**config.mk**
```make
export PLATFORM = sky130hd
export DESIGN_NAME = lsu_bus_ctrl
export DESIGN_NICKNAME = d
export VERILOG_FILES = /design/src/rtl/lsu_pkg.sv /design/src/rtl/lsu_lane_align.sv /design/src/rtl/lsu_bus_ctrl.sv
export SDC_FILE = /design/constraint.sdc
export NUM_CORES = 1
export LEC_CHECK = 0
export ABC_AREA = 1
export ABC_CLOCK_PERIOD_IN_PS = 1600
export CORE_AREA = 2 2 184 96
export DETAILED_ROUTE_END_ITERATION = 7
export DIE_AREA = 0 0 186 98
export PLACE_DENSITY = 0.69
export RECOVER_POWER = 25
export SLEW_MARGIN = 30
export SYNTH_ARGS = -nofsm -noshare
export SYNTH_HDL_FRONTEND = slang
export SYNTH_SLANG_ARGS = --single-unit
```
**constraint.sdc**
```tcl
create_clock -name clk -period 1.6 [get_ports clk]
set_clock_uncertainty 0.05 [all_clocks]
set_input_delay 0.32 -clock clk [delete_from_list [all_inputs] [get_ports clk]]
set_output_delay 0.32 -clock clk [all_outputs]
set_load 0.02 [all_outputs]
```
**src/rtl/lsu_pkg.sv**
```systemverilog
// Shared types and constants for the load/store unit: FSM states, RV32I
// func3 access encodings and the timeout counter width.
package lsu_pkg;

    typedef enum logic [1:0] {
        IDLE = 2'b00,
        REQ  = 2'b01,
        RESP = 2'b10,
        DONE = 2'b11
    } lsu_state_e;

    localparam logic [2:0] F3_B  = 3'b000;
    localparam logic [2:0] F3_H  = 3'b001;
    localparam logic [2:0] F3_W  = 3'b010;
    localparam logic [2:0] F3_BU = 3'b100;
    localparam logic [2:0] F3_HU = 3'b101;

    localparam int TIMEOUT_W = 8;

endpackage

```
**src/rtl/lsu_lane_align.sv**
```systemverilog
// Byte-lane steering for the LSU: store lane replication, byte enables and
// alignment check on the request side; byte/half extraction and extension on load data.
module lsu_lane_align
    import lsu_pkg::*;
(
    input  logic [2:0]  req_func3,
    input  logic [1:0]  req_off,
    input  logic [31:0] req_wdata,
    output logic        req_legal,
    output logic [3:0]  lane_be,
    output logic [31:0] lane_wdata,
    input  logic [2:0]  ld_func3,
    input  logic [1:0]  ld_off,
    input  logic [31:0] ld_word,
    output logic [31:0] ld_data
);

    logic [31:0] ld_shift;

    // Bring the addressed byte/half down to bit 0 before extending.
    assign ld_shift = ld_word >> {ld_off, 3'b000};

    always_comb begin
        // NOTE: every output gets a default first so no path through the case leaves it unassigned (no latch).
        req_legal  = 1'b0;
        lane_be    = 4'b0000;
        lane_wdata = 32'h0;
        case (req_func3)
            F3_B, F3_BU: begin
                req_legal  = 1'b1;
                lane_be    = 4'b0001 << req_off;
                lane_wdata = {4{req_wdata[7:0]}};
            end
            F3_H, F3_HU: begin
                req_legal  = ~req_off[0];
                lane_be    = 4'b0011 << req_off;
                lane_wdata = {2{req_wdata[15:0]}};
            end
            F3_W: begin
                req_legal  = (req_off == 2'b00);
                lane_be    = 4'b1111;
                lane_wdata = req_wdata;
            end
            default: ;
        endcase
    end

    always_comb begin
        ld_data = ld_shift;
        case (ld_func3)
            F3_B:    ld_data = {{24{ld_shift[7]}}, ld_shift[7:0]};
            F3_BU:   ld_data = {24'h0, ld_shift[7:0]};
            F3_H:    ld_data = {{16{ld_shift[15]}}, ld_shift[15:0]};
            F3_HU:   ld_data = {16'h0, ld_shift[15:0]};
            default: ld_data = ld_shift;
        endcase
    end

endmodule

```
**src/rtl/lsu_bus_ctrl.sv**
```systemverilog
// Load/store bus controller: turns core load/store strobes into a single
// valid/ready bus transaction, stalls the core meanwhile and aborts on timeout.
module lsu_bus_ctrl
    import lsu_pkg::*;
#(
    parameter int ADDR_W  = 32,
    parameter int DATA_W  = 32,
    parameter int TIMEOUT = 255
) (
    input  logic              clk,
    input  logic              rst,
    input  logic              req_rd,
    input  logic              req_wr,
    input  logic [ADDR_W-1:0] req_addr,
    input  logic [DATA_W-1:0] req_wdata,
    input  logic [2:0]        req_func3,
    output logic              stall,
    output logic              done,
    output logic [DATA_W-1:0] rdata,
    output logic              misalign,
    output logic              bus_err,
    output logic              bus_valid,
    output logic              bus_we,
    output logic [ADDR_W-1:0] bus_addr,
    output logic [DATA_W-1:0] bus_wdata,
    output logic [3:0]        bus_be,
    input  logic              bus_ready,
    input  logic              bus_rvalid,
    input  logic [DATA_W-1:0] bus_rdata
);

    localparam logic [TIMEOUT_W-1:0] TMO = TIMEOUT_W'(TIMEOUT);

    lsu_state_e           state_q, state_d;
    logic [TIMEOUT_W-1:0] cnt_q;
    logic [ADDR_W-1:0]    addr_q;
    logic [1:0]           off_q;
    logic [2:0]           func3_q;
    logic                 we_q;
    logic [DATA_W-1:0]    wdata_q;
    logic [3:0]           be_q;
    logic [DATA_W-1:0]    rdata_q;

    logic              req_any, req_legal, accept, busy, timed_out;
    logic [3:0]        lane_be;
    logic [DATA_W-1:0] lane_wdata, ld_data;

    lsu_lane_align u_lane (
        .req_func3  (req_func3),
        .req_off    (req_addr[1:0]),
        .req_wdata  (req_wdata),
        .req_legal  (req_legal),
        .lane_be    (lane_be),
        .lane_wdata (lane_wdata),
        .ld_func3   (func3_q),
        .ld_off     (off_q),
        .ld_word    (bus_rdata),
        .ld_data    (ld_data)
    );

    assign req_any   = req_rd | req_wr;
    assign accept    = (state_q == IDLE) && req_any && req_legal;
    assign busy      = (state_q == REQ) || (state_q == RESP);
    assign timed_out = busy && (cnt_q == TMO);

    always_comb begin
        state_d = state_q;
        case (state_q)
            IDLE: if (accept) state_d = REQ;
            REQ: begin
                if (timed_out)      state_d = DONE;
                else if (bus_ready) begin
                    if (we_q) state_d = DONE;
                    else      state_d = RESP;
                end
            end
            RESP: if (timed_out || bus_rvalid) state_d = DONE;
            DONE: state_d = IDLE;
            default: state_d = IDLE;
        endcase
    end

    always_ff @(posedge clk or negedge rst) begin
        if (!rst) begin
            state_q <= IDLE;
            cnt_q   <= '0;
            addr_q  <= '0;
            off_q   <= '0;
            func3_q <= '0;
            we_q    <= 1'b0;
            wdata_q <= '0;
            be_q    <= '0;
            rdata_q <= '0;
        end else begin
            // NOTE: non-blocking assignments so every register samples pre-edge values.
            state_q <= state_d;
            if (accept) begin
                addr_q  <= {req_addr[ADDR_W-1:2], 2'b00};
                off_q   <= req_addr[1:0];
                func3_q <= req_func3;
                we_q    <= req_wr;
                wdata_q <= lane_wdata;
                be_q    <= lane_be;
                cnt_q   <= '0;
            end else if (busy && !timed_out) begin
                cnt_q <= cnt_q + 1'b1;
            end
            // Only loads own rdata: an aborted load clears it, stores leave it alone.
            if (timed_out && !we_q) begin
                rdata_q <= '0;
            end else if ((state_q == RESP) && bus_rvalid) begin
                rdata_q <= ld_data;
            end
        end
    end

    // Request-driven outputs are gated by reset so they read 0 while rst is low.
    assign stall     = rst && (accept || busy);
    assign misalign  = rst && (state_q == IDLE) && req_any && !req_legal;
    assign done      = (state_q == DONE);
    assign bus_err   = timed_out;
    assign bus_valid = (state_q == REQ) && !timed_out;
    assign bus_we    = we_q;
    assign bus_addr  = addr_q;
    assign bus_wdata = wdata_q;
    assign bus_be    = be_q;
    assign rdata     = rdata_q;

endmodule

```
# Word level (Yosys, flattened, before mapping)
# Cells that the tools add are included.
[word_totals]
reg_bits = 114
latchBits = 0
ramBits = 0
mem_bits_ro = 0
inputBits = 105
output_inout_bits = 106
n_memories = 0
[classes]
add_sub_neg = 1
n_mul = 0
n_div = 0
order_cmp = 0
n_eq_ne = 14
n_shift = 3
muxes = 14
bitwise = 2
reduce_logical = 26
[op_table]
columns = ["cell", "n"]
rows = [
  ["$pmux W32 S4", 1],
  ["$pmux W32 S3", 1],
  ["$mux W32", 2],
  ["$shr A32 B5 Y32", 1],
  ["$mux W8", 2],
  ["$eq A3 B3 Y1 const B", 4],
  ["$pmux W4 S3", 1],
  ["$logic_and A1 B1 Y1", 11],
  ["$add A8 B1 Y8 const B", 1],
  ["$eq A8 B8 Y1 const B", 1],
  ["$mux W2", 4],
  ["$pmux W2 S4", 1],
  ["$eq A3 B1 Y1 const B", 2],
  ["$logic_not A3 Y1", 2],
  ["$eq A2 B2 Y1 const B", 2],
  ["$logic_not A2 Y1", 2],
  ["$ne A2 B2 Y1 const B", 2],
  ["$reduce_bool A2 Y1", 2],
  ["$reduce_or A2 Y1", 2],
  ["$shl A1 B2 Y4 const A", 1],
  ["$shl A2 B2 Y4 const A", 1],
  ["$eq A3 B2 Y1 const B", 1],
  ["$logic_not A1 Y1", 3],
  ["$logic_or A1 B1 Y1", 3],
  ["other kinds (7)", 7],
]

# Logic depth before layout (Yosys ltp)
# Gate-level depths: netlist (run 1).
[depth]
depth_word = 7
ltp_mapped = 10
mapped_depth_nobuf = 10

# Modules after synthesis
# Synthesis (run 1) repeated with hierarchy kept, for this count alone.
[unflattened]
cells_unflattened = 844
hier_area_um2 = 6109.6
[modules_own_cells]
columns = ["mod", "instances", "cells_per_inst", "area_each_um2", "seq_area_each_um2"]
rows = [
  ["lsu_bus_ctrl", 1, 552, 4840.9, 2852.7],
  ["lsu_lane_align", 1, 292, 1268.7, 0.0],
]

# Least setup slack after synthesis (run 1)
# OpenSTA, ideal clock, no wires.
[synth_path]
path_kind = "reg-to-output"
startpoint = "register state_q[0]"
endpoint = "output stall"
arrival_time_ns = 1.512
t_required_ns = 1.230
slack_ns = -0.282
path_stages_with_launch = 10
path_buffers = 1
path_cell_list = "dfrtp_1 > inv_1 > ha_1 > inv_1 > nor2_1 > nand2_2 > inv_2 > buf_4 > nor2_1 > nor2_1"
[synth_between]
elab_chain_len = 5
elab_cells_between_ends = 8
classes_between = "2 x eq/ne; 6 x reduce/logical"
[synth_lines]
columns = ["element", "line_no", "rtl"]
rows = [
  ["start, declared", "lsu_bus_ctrl.sv:34", "lsu_state_e state_q, state_d;"],
  ["start signal, assigned", "lsu_bus_ctrl.sv:96", "state_q <= state_d;"],
  ["$logic_not A2 Y1", "lsu_bus_ctrl.sv:62", "assign accept = (state_q == IDLE) && req_any && req_legal;"],
  ["$logic_and A1 B1 Y1 (2 in a row)", "lsu_bus_ctrl.sv:62", ""],
  ["$logic_or A1 B1 Y1 *", "lsu_bus_ctrl.sv:118", "assign stall = rst && (accept || busy);"],
  ["$logic_and A1 B1 Y1 *", "lsu_bus_ctrl.sv:118", ""],
  ["end, declared", "lsu_bus_ctrl.sv:17", "output logic stall,"],
]
# Every way passes the cells marked *; elsewhere a longest branch is shown, timed or not.

# Final worst setup path (run 1)
[layout_path]
startpoint = "register state_q[1]"
endpoint = "output stall"
# The elaborated chain is that of the path after synthesis.

==> results.ini, run 1 <==
[yosys]
seq_area_frac_synth = 0.5031
yosysMostFrequentCell = nand2_1
synth_common_cells = nand2_1, dfrtp_1, nor2_1
synth_area_leaders = dfrtp_1, nand2_1, nand3_1
yosysWarningCount = 0
yosysUniqueCellTypes = 28
avgSynthCellArea_sq_um = 7.481
yosys_most_used_dff = dfrtp_1
synthCells = 758
netlist.area_leader.share = 0.5031
synth-edff-count = 0
async_flop_share = 1.000
syn-cell-area_sq_um = 5670
synth-seq-cells = 114
synth_area_leader_cell = dfrtp_1

[worst_setup_path]
slowest_stage = dfrtp_1
worstSetupEndpointType = primary output
worstPathRequired_ns = 1.23
slowest_delay_ns = 0.39
crit_arrival_ns = 1.51
crit_top_cell = nor2_4
critPathKind = register to primary output
path_cells = inv_2 -> ha_4 -> inv_4 -> nor2_4 -> nand2_4 -> inv_4 -> nor2_4 -> nor2_4 -> buf_6
start_kind = register
worstPathMaxFanout = 3

[route]
routed_wl_um = 20080
drtPass1Iterations = 5
drt_iter0_drc = 474
drc = 0
postRouteAntennaNets = 0
vias = 6015
wire_per_inst_um = 15.76
routed_via_density = 4.721

[pwr]
switching_share = 0.4164
clock_power_share = 0.228
combPwrFrac = 0.504
seqPwrFrac = 0.268
ir_drop_mv = 0.9014
p_int_mw = 10.96
power.net_switching_mw = 7.818
leakage_nw = 4.985
power_density_nw_per_um2 = 1936

[global_routing]
grt_usage = 0.2232
grt_max_degree = 91
grt_pass1_vias = 5976
grt_pass1_wl_um = 31490
antenna_found_initial = 0
grt-ovfl-total = 0

[clock_tree]
ctsLongestPathBuffers = 2
clock-root-buffer = clkbuf_16
clock_latency_ns = 0.41
cts_buffers = 17
clk_pin_slew_worst_paths_ns = 0.06
cts.sinks = 114
cts_tree = done
htree_levels = 4

[sta]
setup-violations-final = 176
period_needed_ns = 1.884
whs_ns = 0.3305
finalSetupTns_ns = -15.55
fin_ws_ns = -0.2839
slew_headroom = 0.5206
finalMaxSlewViolations = 0
worstMarginPinSlew_ns = 0.7190
rsz0062_at_grt = true
fmax_mhz = 530.8
hold_violations = 0
min_period_over_period = 1.177

[die]
rows = 34
fp.dieH_um = 98
core_area_sq_um = 16800
die_w_um = 186
dieArea_sq_um = 18230
ios = 211
initial_utilization = 0.3375

[status]
outcome = finished with violations
violations = setup timing

[layout]
final_cell_area_sq_um = 9698
antennaDiodeCount = 0
instances_no_fill = 1274
layout-drive-gt1-share = 0.2106
multiInputGateArea_sq_um = 2859
nFillCells = 1544
regArea_sq_um = 2853
syn_to_final_growth_pct = 71.03
final_nets = 1137

[placed_design]
port_buffers = 208
dp_cells = 1218
place.gp.congestion = 0.9278
place_area_sq_um = 8351
hpwl_um = 13510

[flow_run]
cap_viol_max_count = 0

[hold_path]
min_path_type = primary input to register

sequential cells by signal, indices dropped and copies added (netlist names):
register / count
bus_addr: 30
func3_q: 3
off_q: 2
bus_wdata: 32
rdata: 32
cnt_q: 8
state_q: 2
bus_be: 4
bus_we: 1
metrics by stage:
step	util	total power [mW]	setup slack (ns)
finish	0.5771	18.78	-0.2839
detailed placement	0.4969	13.89	-0.8252
global route	0.5771	20.02	-0.3510
CTS	0.5579	18.22	-0.3291
floorplan	-	9.667	-0.02406
global placement	0.4969	13.82	-0.8379
final cells by class:
cell class,count,share of cell area
clock inverters,12,0.02116
well taps,234,0.03019
flip-flops and latches,114,0.2942
clock buffers,20,0.04709
repair buffers,288,0.2960
inverters,39,0.01664
multi-input cells,567,0.2948
kinds of logic (layout without fill, tap and decap cells):
logic type | after synthesis | count (layout) | synth area share
DFF | 114 | 114 | 0.5031
xor gates and xnor gates | 1 | 1 | 0.001545
AOI/OAI and AO/OA | 93 | 93 | 0.08760
adders and majority gates | 5 | 5 | 0.01103
and+or+nand+nor | 465 | 466 | 0.3279
other | 1 | 2 | 0.0006613
buffers and inverters | 79 | 359 | 0.06818
worst max-delay path: cells and delay by family (launching register included):
kind / cells / cell delay, ns
DFF: 1 / 0.39
and+or+nand+nor: 4 / 0.25
buffers and inverters: 4 / 0.31
adders and majority gates: 1 / 0.15
routing by layer:
metal  vias to the layer above  GRT usage  wire, um
met1                      2836     0.3176      9471
met4                         0    0.04724       131
met3                         9    0.08392      2124
met2                       232     0.3226      8357
met5                         -          0         0
li1                       2938          -         -
power by group through the flow:
stage                     sequential (mW)  combinational, mW  clock, mW
after floorplan                      6.30               3.37          0
after detailed placement             4.98               8.91          0
final                                5.03               9.46       4.28
after global placement               5.00               8.82          0
after CTS                            4.96               8.92       4.34
after global routing                 5.20               10.3       4.50
placed cells by master (no fill, tap or decap), drive strengths merged, types with 5 or more instances in the layout:
cell,netlist,routed
a21oi,30,30
buf,30,80
bufinv,0,5
clkbuf,10,25
clkdlybuf4s50,0,100
clkinv,0,5
dfrtp,114,114
dlygate4sd2,0,96
ha,5,5
inv,39,39
nand2,342,342
nand3,58,58
nor2,64,65
o21ai,57,57
path summary, 6_finish.rpt:
| kind | endpoint | from | cells after the start | slack (ns) |
|---|---|---|---|---|
| setup / recovery | stall | state_q[1] | 9 | -0.28 |
| hold / removal | off_q[0] | req_addr[0] | 4 | 0.33 |
| hold reg to reg | rdata[21] | rdata[21] | 2 | 0.42 |
| min in group asynchronous | rdata[5] | rst | 3 | 0.59 |
| setup reg to reg | rdata[19] | cnt_q[0] | 12 | -0.25 |
| max in group asynchronous | rdata[21] | rst | 4 | -0.05 |
timing repair:
item,4_1_cts,5_1_grt
pin swaps,34,37
gates cloned,7,1
buffers inserted,11,9
endpoints found under the hold margin,24,0
endpoints found under the setup margin,218,120
gates resized for setup,205,84
hold buffers,1,0
Note: power is estimated with default switching activity, not from simulation.
==> inputs of run 2 (changes only) <==
--- a/config.mk
+++ b/config.mk
@@ -10,7 +10,7 @@
 export CORE_AREA = 2 2 184 96
 export DETAILED_ROUTE_END_ITERATION = 7
 export DIE_AREA = 0 0 186 98
-export PLACE_DENSITY = 0.69
+export PLACE_DENSITY = 0.77
 export RECOVER_POWER = 25
 export SLEW_MARGIN = 30
 export SYNTH_ARGS = -nofsm -noshare
==> results.ini, run 2 (synthesis gave the netlist of run 1 again) <==
[status]
outcome = finished with violations
violations = setup timing

[placed_design]
place.gp.congestion = 0.9091
place_area_sq_um = 8373
hpwl_um = 13720
port_buffers = 208

[route]
routed_wl_um = 20500
routed_via_density = 4.829
drc = 0
drtPass1Iterations = 5
vias = 6138
postRouteAntennaNets = 0
drt_iter0_drc = 396
wire_per_inst_um = 16.13

[die]
dieArea_sq_um = 18230
fp.dieH_um = 98
die_w_um = 186
ios = 211
core_area_sq_um = 16800
rows = 34
initial_utilization = 0.3375

[worst_setup_path]
rr_startpoint = cnt_q[0]
setup.worst_path.start = cnt_q[0]
crit_arrival_ns = 1.58
worstPathRequired_ns = 1.23
critPathKind = register to primary output
rr_worst_depth = 11
rr_endpoint = rdata[30]
rrSetupSlack_ns = -0.24
worstSetupEndpointType = primary output
cp-endpoint = bus_valid
start_kind = register
worstPathMaxFanout = 3

[clock_tree]
clock_latency_ns = 0.41
cts_buffers = 17
htree_levels = 4
cts.sinks = 114
cts_tree = done
clock-root-buffer = clkbuf_16
clk_pin_slew_worst_paths_ns = 0.05
ctsLongestPathBuffers = 2

[global_routing]
grt-ovfl-total = 0
grt_pass1_vias = 5892
grt_max_degree = 80
antenna_found_initial = 0
grt_pass1_wl_um = 31730
grt_usage = 0.2249

[pwr]
ir_drop_mv = 1.091
power_density_nw_per_um2 = 1925
leakage_nw = 4.902

[layout]
final_common_cell = nand2_1
antennaDiodeCount = 0
final_cell_area_sq_um = 9369
layout-drive-gt1-share = 0.1823
layout_common_cells = nand2_1, dfrtp_1, dlygate4sd2_1, clkdlybuf4s50_1, buf_4
final_nets = 1134
syn_to_final_growth_pct = 65.23
utilization = 0.5576

[hold_path]
min_path_type = primary input to register

[sta]
setup-violations-final = 165
fin_ws_ns = -0.3457
period_needed_ns = 1.946
min_period_over_period = 1.216
fmax_mhz = 514.0
rsz0062_at_grt = true
finalMaxSlewViolations = 0
worstMarginPinSlew_ns = 0.9863
slew_headroom = 0.3425
hold_violations = 0

[flow_run]
cap_viol_max_count = 0

## run 2: cell types whose count changed in the layout (fill, tap and decap cells not counted), sizes merged
cell / before / now
inv: 39 / 43
clkinvlp: 2 / 3
dlygate4sd2: 96 / 101
clkdlybuf4s15: 2 / 0
bufinv: 5 / 1
buf: 80 / 78
clkbuf: 25 / 20
clkinv: 5 / 6
dlymetal6s2s: 2 / 1
## run 2: worst max-delay path: stages, from the launching register on
cell and delay, ns:
dfrtp_1 0.38, ha_2 0.23, nand2_4 0.07, nor2_4 0.13, nand3_4 0.11, nand2_2 0.10, inv_2 0.04, buf_6 0.12
## run 2: where the power goes
part / switching (mW) / total, mW / internal (mW)
combinational: 5.56 / 9.38 / 3.82
clock: 1.48 / 3.68 / 2.19
sequential: 0.794 / 4.97 / 4.18
total: 7.84 / 18.0 / 10.2
## run 2: layer usage
layer | vias to the layer above | global-route usage | share of wire
met5 | - | 0 | 0
met4 | 0 | 0.04603 | 0.010
met3 | 23 | 0.09362 | 0.11
met2 | 290 | 0.3309 | 0.43
met1 | 2885 | 0.3102 | 0.44
li1 | 2940 | - | -
## run 2: metrics by stage
| stage | total power [mW] | instances | worst slack [ns] | setup TNS, ns | hold WS [ns] |
|---|---|---|---|---|---|
| after floorplan | 9.667 | 759 | -0.02406 | -0.5019 | -0.02559 |
| after global placement | 13.89 | 1221 | -0.8502 | -53.80 | 0.3757 |
| after detailed placement | 14.08 | 1221 | -0.9001 | -59.73 | 0.3747 |
| after CTS | 17.54 | 1269 | -0.3410 | -17.01 | 0.3703 |
| after global routing | 19.24 | 1271 | -0.4156 | -46.28 | 0.3815 |
| final | 18.03 | 1271 | -0.3457 | -17.47 | 0.3604 |
## run 2: repair_timing
item / CTS / global route
buffers inserted: 11 / 6
hold buffers: 1 / 0
cloned: 5 / 0
endpoints found under the setup margin: 217 / 119
hold endpoints to repair: 35 / 0
pin swaps: 12 / 35
resized for setup: 165 / 78
## run 2: area by class of cell
cell class                      instances  area (sq um)
Fill cell                            1531          7435
Sequential cell                       114          2853
Timing Repair Buffer                  285          2771
Multi-Input combinational cell        567          2723
Clock buffer                           18         439.2
Tap cell                              234         292.8
Inverter                               39         161.4
Clock inverter                         14         128.9
## run 2: worst min-delay path by stage
stage              endpoint  cells after the start  slack, ns         start
2_1_floorplan  bus_addr[10]                      0      -0.03           rst
3_3_place_gp       rdata[0]                      2       0.38           rst
3_5_place_dp       rdata[0]                      2       0.37           rst
4_1_cts        bus_addr[26]                      3       0.37  req_addr[26]
5_1_grt            off_q[0]                      4       0.38   req_addr[0]
6_report           off_q[0]                      4       0.36   req_addr[0]
==> inputs of run 3 (changes only) <==
--- a/config.mk
+++ b/config.mk
@@ -7,11 +7,14 @@
 export LEC_CHECK = 0
 export ABC_AREA = 1
 export ABC_CLOCK_PERIOD_IN_PS = 1600
-export CORE_AREA = 2 2 184 96
+export CELL_PAD_IN_SITES_DETAIL_PLACEMENT = 1
+export CELL_PAD_IN_SITES_GLOBAL_PLACEMENT = 1
+export CORE_AREA = 2 2 205 106
 export DETAILED_ROUTE_END_ITERATION = 7
-export DIE_AREA = 0 0 186 98
-export PLACE_DENSITY = 0.77
+export DIE_AREA = 0 0 207 108
+export PLACE_DENSITY = 0.85
 export RECOVER_POWER = 25
+export REMOVE_ABC_BUFFERS = 1
 export SLEW_MARGIN = 30
 export SYNTH_ARGS = -nofsm -noshare
 export SYNTH_HDL_FRONTEND = slang
==> constraint.sdc (replaced) <==
create_clock -name clk -period 1.6 [get_ports clk]
set_clock_uncertainty 0.05 [all_clocks]
set_input_delay 0.4 -clock clk [delete_from_list [all_inputs] [get_ports clk]]
set_output_delay 0.4 -clock clk [all_outputs]
set_load 0.02 [all_outputs]
==> results.ini, run 3 (synthesis gave the netlist of run 1 again) <==
[route]
vias = 6489
wl_met3_um = 1062
routed_wl_um = 25830
drt-met1-wl_um = 10480
wire_per_inst_um = 19.38
wl_met2_um = 13320
routed_via_density = 4.868
drt_iter0_drc = 287
postRouteAntennaNets = 0
drc = 0
drtPass1Iterations = 4
highest_layer = met4

[die]
fp.dieH_um = 108
ios = 211
rows = 37
dieArea_sq_um = 22360
initial_utilization = 0.2784
core_area_sq_um = 20370
die_w_um = 207

[global_routing]
grt_usage = 0.1976
grt_pass1_wl_um = 34970
grt_pass1_vias = 6865
grt-ovfl-total = 0
grt_max_degree = 60
antenna_found_initial = 0

[sta]
finalMaxSlewViolations = 0
finalSetupTns_ns = -21.92
slew_headroom = 0.4148
min_period_over_period = 1.298
period_needed_ns = 2.076
fmax_mhz = 481.6
worstMarginPinSlew_ns = 0.8778
fin_ws_ns = -0.4764
rsz0062_at_grt = true
hold_violations = 0
setup-violations-final = 119

[worst_setup_path]
worstPathRequired_ns = 1.15
critPathKind = register to primary output
rrSetupSlack_ns = -0.31
crit_arrival_ns = 1.63
worstPathMaxFanout = 3
worstSetupEndpointType = primary output
start_kind = register

[placed_design]
hpwl_um = 15140
place.gp.congestion = 0.8458
port_buffers = 208
pre_cts_ws_ns = -1.147

[clock_tree]
cts_buffers = 17
cts.sinks = 114
htree_levels = 4
clock_latency_ns = 0.41
ctsLongestPathBuffers = 2
hold_buffers = 0
clk_pin_slew_worst_paths_ns = 0.06
cts_tree = done
clock-root-buffer = clkbuf_16

[layout]
syn_to_final_growth_pct = 77.16
final_nets = 1157
antennaDiodeCount = 0
final_common_cell = nand2_1
layout_common_cells = nand2_1, dfrtp_1, clkdlybuf4s50_1, buf_4, clkdlybuf4s15_1
utilization = 0.4932
layout-drive-gt1-share = 0.2877

[pwr]
ir_drop_mv = 0.9099
power_density_nw_per_um2 = 1945
leakage_nw = 4.961

[status]
violations = setup timing
outcome = finished with violations

[hold_path]
min_path_type = primary input to asynchronous set/reset pin

[flow_run]
cap_viol_max_count = 0

run 3: worst paths after layout:
check,startpoint,end,cells after the start
max,state_q[1],stall,9
min,rst,bus_addr[2],2
max reg2reg,state_q[1],bus_be[3],9
min reg2reg,rdata[15],rdata[15],2
max in group asynchronous,rst,bus_addr[24],3
min in group clk,rdata[15],rdata[15],2
run 3: layer usage:
layer,up-vias,GRT usage
met1,3258,0.2229
met2,185,0.3674
li1,2983,-
met3,63,0.04357
met5,-,0
met4,0,0.08010
run 3: critical path: stages, from the launching register on:
cell	delay, ns
dfrtp_1	0.41
inv_2	0.10
ha_4	0.15
inv_4	0.05
nor2_4	0.10
nand2_4	0.06
inv_2	0.05
nor2_1	0.04
nor2_1	0.10
buf_4	0.15
run 3: repair_timing:
| action | CTS | global route |
|---|---|---|
| setup endpoints to repair | 218 | 195 |
| gates resized for setup | 195 | 284 |
| buffers inserted | 10 | 15 |
| pin swaps | 16 | 48 |
| gates cloned | 4 | 16 |
run 3: metrics by stage:
stage / power (mW) / instances / instance area [sq um] / hold slack [ns]
6_report: 19.54 / 1333 / 10050 / 0.3271
5_1_grt: 20.72 / 1333 / 10050 / 0.3572
4_1_cts: 17.79 / 1303 / 9143 / 0.1711
3_5_place_dp: 14.10 / 1260 / 8376 / 0.4150
3_3_place_gp: 13.74 / 1260 / 8376 / 0.4115
2_1_floorplan: 9.297 / 719 / 5434 / 0.05441
run 3: area by class of cell:
cell class | instances | area (sq um)
Fill cell | 2403 | 10320
Inverter | 39 | 152.6
Clock inverter | 15 | 183.9
Sequential cell | 114 | 2853
Multi-Input combinational cell | 567 | 3002
Tap cell | 273 | 341.6
Clock buffer | 17 | 425.4
Timing Repair Buffer | 308 | 3088
run 3: where the power goes:
| part | leakage [nW] | internal, mW | switching [mW] |
|---|---|---|---|
| clock | 0.290 | 2.46 | 1.50 |
| sequential | 1.44 | 4.18 | 0.924 |
| combinational | 3.23 | 4.34 | 6.13 |
| total | 4.96 | 11.0 | 8.56 |
